==> config.mk <==
export PLATFORM = sky130hd
export DESIGN_NAME = dice_rng_display_flat
export DESIGN_NICKNAME = d
export VERILOG_FILES = /design/src/rtl/dice_rng_display_if.sv /design/src/rtl/dice_rng_display.sv /design/src/flat_wrapper.sv
export SDC_FILE = /design/constraint.sdc
export NUM_CORES = 1
export LEC_CHECK = 0
export CORE_MARGIN = 1
export CORE_UTILIZATION = 50
export DETAILED_ROUTE_END_ITERATION = 16
export PLACE_DENSITY = 0.72
export SYNTH_ARGS = -nofsm -noshare
export SYNTH_HDL_FRONTEND = slang
export SYNTH_SLANG_ARGS = --single-unit
==> constraint.sdc <==
create_clock -name clk -period 4.94 [get_ports clk]
set_clock_uncertainty 0.15 [all_clocks]
set_input_delay 0.741 -clock clk [delete_from_list [all_inputs] [get_ports clk]]
set_output_delay 0.741 -clock clk [all_outputs]
set_load 0.01 [all_outputs]
==> src/rtl/dice_rng_display_if.sv <==
// Game-controller <-> dice RNG / display bundle: seed strobe, roll values,
// digits to show and the seven-segment drive.
interface dice_rng_display_if;
  logic       seed_en;
  logic [3:0] d0;
  logic [3:0] d1;
  logic [3:0] d2;
  logic [3:0] d3;
  logic [3:0] digit0;
  logic [3:0] digit1;
  logic [3:0] digit2;
  logic [3:0] digit3;
  logic [6:0] seg;
  logic [3:0] anode;

  modport master (
    output seed_en, digit0, digit1, digit2, digit3,
    input  d0, d1, d2, d3, seg, anode
  );

  modport slave (
    input  seed_en, digit0, digit1, digit2, digit3,
    output d0, d1, d2, d3, seg, anode
  );
endinterface

==> src/rtl/dice_rng_display.sv <==
// Free-running 32-bit Galois LFSR producing four 0..10 roll values, plus a
// four-digit multiplexed common-anode seven-segment driver.
module dice_rng_display #(
  parameter int          REFRESH_BITS = 18,
  parameter logic [31:0] SEED_XOR     = 32'hACE12B3D
) (
  input  logic                clk,
  input  logic                rst,
  dice_rng_display_if.slave   bus
);

  localparam logic [31:0] TAPS = 32'h80200003;

  function automatic logic [3:0] mod11(input logic [7:0] b);
    logic [7:0] r;
    r = b % 8'd11;
    return r[3:0];
  endfunction

  function automatic logic [6:0] seg_decode(input logic [3:0] v);
    logic [6:0] s;
    case (v)
      4'd0:    s = 7'b1000000;
      4'd1:    s = 7'b1111001;
      4'd2:    s = 7'b0100100;
      4'd3:    s = 7'b0110000;
      4'd4:    s = 7'b0011001;
      4'd5:    s = 7'b0010010;
      4'd6:    s = 7'b0000010;
      4'd7:    s = 7'b1111000;
      4'd8:    s = 7'b0000000;
      4'd9:    s = 7'b0010000;
      4'd10:   s = 7'b0111111;
      default: s = 7'b1111111;
    endcase
    return s;
  endfunction

  logic [31:0]             cnt_r;
  logic [31:0]             lfsr_r;
  logic [REFRESH_BITS-1:0] rcnt_r;
  logic [6:0]              seg_r;
  logic [3:0]              anode_r;

  logic [31:0] seed_s;
  logic [31:0] lfsr_next_s;
  logic [1:0]  sel_s;
  logic [3:0]  digit_sel_s;

  assign sel_s  = rcnt_r[REFRESH_BITS-1 -: 2];
  assign seed_s = cnt_r ^ SEED_XOR;

  // Next LFSR state: seed load (zero seed forced to 1) or one Galois step
  always_comb begin
    lfsr_next_s = lfsr_r;
    if (bus.seed_en) begin
      if (seed_s == 32'h0) begin
        lfsr_next_s = 32'h00000001;
      end else begin
        lfsr_next_s = seed_s;
      end
    end else begin
      lfsr_next_s = (lfsr_r >> 1) ^ (lfsr_r[0] ? TAPS : 32'h0);
    end
  end

  // Digit selected by the current scan position
  always_comb begin
    digit_sel_s = 4'hF;
    case (sel_s)
      2'd0:    digit_sel_s = bus.digit0;
      2'd1:    digit_sel_s = bus.digit1;
      2'd2:    digit_sel_s = bus.digit2;
      2'd3:    digit_sel_s = bus.digit3;
      default: digit_sel_s = 4'hF;
    endcase
  end

  // Counters, LFSR and registered display drive
  always_ff @(posedge clk or negedge rst) begin
    if (!rst) begin
      cnt_r   <= 32'h0;
      lfsr_r  <= 32'h00000001;
      rcnt_r  <= '0;
      seg_r   <= 7'h7F;
      anode_r <= 4'hF;
    end else begin
      cnt_r   <= cnt_r + 32'd1;
      lfsr_r  <= lfsr_next_s;
      rcnt_r  <= rcnt_r + {{(REFRESH_BITS-1){1'b0}}, 1'b1};
      seg_r   <= seg_decode(digit_sel_s);
      anode_r <= ~(4'b0001 << sel_s);
    end
  end

  // Rolls are taken straight from the state register so they follow a seed in the same cycle
  assign bus.d0    = mod11(lfsr_r[7:0]);
  assign bus.d1    = mod11(lfsr_r[15:8]);
  assign bus.d2    = mod11(lfsr_r[23:16]);
  assign bus.d3    = mod11(lfsr_r[31:24]);
  assign bus.seg   = seg_r;
  assign bus.anode = anode_r;

endmodule

==> src/flat_wrapper.sv <==
// flat-port wrapper written by rule: the top's interface ports become plain ports
module dice_rng_display_flat 
#(
  parameter int          REFRESH_BITS = 18,
  parameter logic [31:0] SEED_XOR     = 32'hACE12B3D
)
  (clk, rst, bus_seed_en, bus_digit0, bus_digit1, bus_digit2, bus_digit3, bus_d0, bus_d1, bus_d2, bus_d3, bus_seg, bus_anode);
  dice_rng_display_if bus_i ();
  input  logic clk;
  input  logic rst;
  input wire logic [$bits(bus_i.seed_en)-1:0] bus_seed_en;
  input wire logic [$bits(bus_i.digit0)-1:0] bus_digit0;
  input wire logic [$bits(bus_i.digit1)-1:0] bus_digit1;
  input wire logic [$bits(bus_i.digit2)-1:0] bus_digit2;
  input wire logic [$bits(bus_i.digit3)-1:0] bus_digit3;
  output wire logic [$bits(bus_i.d0)-1:0] bus_d0;
  output wire logic [$bits(bus_i.d1)-1:0] bus_d1;
  output wire logic [$bits(bus_i.d2)-1:0] bus_d2;
  output wire logic [$bits(bus_i.d3)-1:0] bus_d3;
  output wire logic [$bits(bus_i.seg)-1:0] bus_seg;
  output wire logic [$bits(bus_i.anode)-1:0] bus_anode;
  assign bus_i.seed_en = bus_seed_en;
  assign bus_i.digit0 = bus_digit0;
  assign bus_i.digit1 = bus_digit1;
  assign bus_i.digit2 = bus_digit2;
  assign bus_i.digit3 = bus_digit3;
  assign bus_d0 = bus_i.d0;
  assign bus_d1 = bus_i.d1;
  assign bus_d2 = bus_i.d2;
  assign bus_d3 = bus_i.d3;
  assign bus_seg = bus_i.seg;
  assign bus_anode = bus_i.anode;
  dice_rng_display #(.REFRESH_BITS(REFRESH_BITS), .SEED_XOR(SEED_XOR)) u_core (.clk(clk), .rst(rst), .bus(bus_i));
endmodule
==> results of run 1 <==
## cells by family after synthesis
| group | Yosys count |
|---|---|
| and+or+nand+nor | 305 |
| AOI/OAI and AO/OA | 247 |
| DFF | 93 |
| buffers and inverters | 88 |
| xor gates and xnor gates | 62 |
| muxes | 26 |
| adders and majority gates | 20 |
## path summary, 6_finish.rpt
| path | endpoint | slack (ps) | cells past startpoint |
|---|---|---|---|
| setup / recovery | bus_d2[1] | 90 | 18 |
| hold / removal | u_core.lfsr_r[12] | 260 | 1 |
| setup reg to reg | u_core.cnt_r[31] | 2240 | 8 |
| hold reg to reg | u_core.lfsr_r[5] | 290 | 1 |
| max in group asynchronous | u_core.lfsr_r[10] | 3330 | 2 |
| min in group clk | u_core.lfsr_r[5] | 290 | 1 |
## metrics by stage
stage / area, um^2 / setup TNS (ps)
finish: 9130 / 0
global route: 9130 / -220
CTS: 8790 / -91.9
detailed placement: 8280 / -155
global placement: 8280 / 0
floorplan: 7260 / 0
## cell usage in the layout (no fill, tap or decap), drive strengths merged, types with 11 or more instances in the layout
cell / count
and3: 13
ha: 20
dfstp: 12
mux2: 14
nor2: 64
a21oi: 59
buf: 105
o31ai: 11
clkbuf: 12
inv: 30
nand2b: 16
xnor2: 49
nand3: 36
clkdlybuf4s50: 33
o21ai: 56
nand2: 65
nand4: 11
a211oi: 11
xor2: 13
nor2b: 18
nor3: 18
dfrtp: 81
## layout make-up
class	instances	area, um^2	area share
clock buffer	10	239	0.0262
clock inverter	6	134	0.0147
inverter	34	128	0.0140
multi-input combinational	660	4800	0.526
sequential	93	2360	0.258
tap	180	225	0.0247
timing repair buffer	147	1240	0.136
## where the power goes
part	internal [W]	switching [W]
logic	0.000619	0.000574
registers	0.000791	0.0000428
clock network	0.000559	0.000282
total	0.00197	0.000898
## sequential cells by signal, summed over array words and instances, names as in the netlist
name,count
u_core.cnt_r,32
u_core.lfsr_r,32
u_core.rcnt_r,18
u_core.bus.seg,7
u_core.bus.anode,4
## timing repair
action	CTS	global route
gates resized for setup	39	53
setup buffers	7	20
setup endpoints to repair	12	14
pin swaps	11	19
gates cloned	0	0
## critical path, cell delays in order, from the launching register on
cell,delay (ps)
dfrtp_2,450
ha_4,190
and4bb_4,320
buf_4,130
nand2_1,70
and3_4,190
o32ai_2,280
or2_1,170
ha_2,190
inv_2,50
a211oi_4,260
a211oi_2,100
xnor2_2,160
ha_2,200
inv_2,80
o21ai_4,70
a211oi_4,280
mux2_4,330
buf_6,120
## metal layers
| layer | track usage | wire [um] |
|---|---|---|
| met1 | 0.327 | 8290 |
| met2 | 0.419 | 9260 |
| met3 | 0.0311 | 578 |
| met4 | 0.0762 | 305 |
| met5 | 0 | 0 |
==> flow_metrics.tcl, run 1 <==
set metrics [dict create \
    worst_slew_pin_slew_ps 954 \
    grt_antenna_before_repair 0 \
    vias_per_cell 6.03 \
    seq_area_frac_synth 0.323 \
    muxShareOfSynthArea 0.0474 \
    clk_pin_slew_ps 60 \
    r2r-start "u_core.cnt_r[2]" \
    synth.area.top_cells "dfrtp_1, xnor2_1, dfstp_2" \
    critPathMaxFanout 5 \
    crit_start "u_core.lfsr_r[21]" \
    synthesis.nets 880 \
    dr.pass1.iters 5 \
    cellLeakagePower_nw 3.86 \
    vdd_drop_max_uv 207 \
    layout_setup_ws_ps 86.4 \
    clock_path_buffers 2 \
    drt_iter0_markers 630 \
    grt_pass1_wl_um 30300 \
    place_congestion 0.901 \
    synthAdderAreaFrac 0.0345 \
    ys.flop_type "dfrtp_1" \
    cp.arrival_ps 3960 \
    crit_required_ps 4050 \
    placed_cells_incl_taps 1087 \
    cts_max_level 3 \
    yosys.area_share.simple 0.223 \
    core_um2 14000 \
    routedWlPerCell_um 16.3 \
    synth_edf_count 0 \
    port_buffers 45 \
    grt_pass1_vias 6538 \
    num-nets-final 984 \
    numCtsBuffers 9 \
    layout-drive-gt1-share 0.253 \
    finalPower_w 0.00287 \
    syn_area_um2 7260 \
    synth_top_family_by_area "compound AO/OA/AOI/OAI gates" \
    area_growth_pct 25.7 \
    final_max_slew_viol_count 0 \
    netlist_instances 841 \
    min_period_over_period 0.983 \
    synth_top_area_frac 0.279 \
    start_kind "register" \
    synthDistinctLibCells 96 \
    path_class "reg2out" \
    powerDensity_nw_per_um2 314 \
    overflow 0 \
    fin_util 0.650 \
    nFillCells 1139 \
    max_cap_violations 0 \
    grt_max_degree 57 \
    worst_skew_pair.late_latency_ps 330 \
    synth_seq_cells 93 \
    setup_viol 0 \
    cts_hold_buf 0 \
    grt_util_all_layers 0.247 \
    cts_tree "done" \
    async_reset_ff_frac 1.00 \
    fin_crit_ps 4850 \
    hold_slack_ps 257 \
    rsz0062_at_grt "true" \
    holdCritPathClass "in2async" \
    status "finished, final reports clean" \
    yosysMostFrequentCell "dfrtp_1" \
    antennaDiodeCount 0 \
    relSlewSlack 0.359 \
    yosys-top-cells-count "dfrtp_1, nand2_1, nor2_1" \
    start_util 0.517 \
    vias 6810 \
    num_rows 43 \
    yosysWarnings 0 \
    die_w_um 123 \
    fin_cells 1130 \
    synth_compound_area_frac 0.247 \
    ios 46 \
    syn_area_per_cell_um2 8.63 \
    drt.antenna.violating_nets 0 \
    place_hpwl_um 13000 \
    wl_um 18400 \
    cts_sinks 93 \
    yosysTopAreaCell "dfrtp_1" \
    crit_path_end_kind "output port" \
    cts_root_buffer "clkbuf_16" \
    synth_xor_area_frac 0.0748 \
    hold_violations 0 \
    die_y_um 123 \
    route.detailed.drc 0 \
    dieArea_um2 15000 \
    max_freq_ghz 0.206 \
    dp_slack_ps -121 \
]
No activity file was read; power rests on OpenSTA's default activity.
==> run 2, diff against run 1 <==
--- a/config.mk
+++ b/config.mk
@@ -5,6 +5,7 @@
 export SDC_FILE = /design/constraint.sdc
 export NUM_CORES = 1
 export LEC_CHECK = 0
+export ABC_CLOCK_PERIOD_IN_PS = 4940
 export CORE_MARGIN = 1
 export CORE_UTILIZATION = 50
 export DETAILED_ROUTE_END_ITERATION = 16
==> results of run 2 <==
The final DEF is identical to that of run 1; final timing and power are the same.
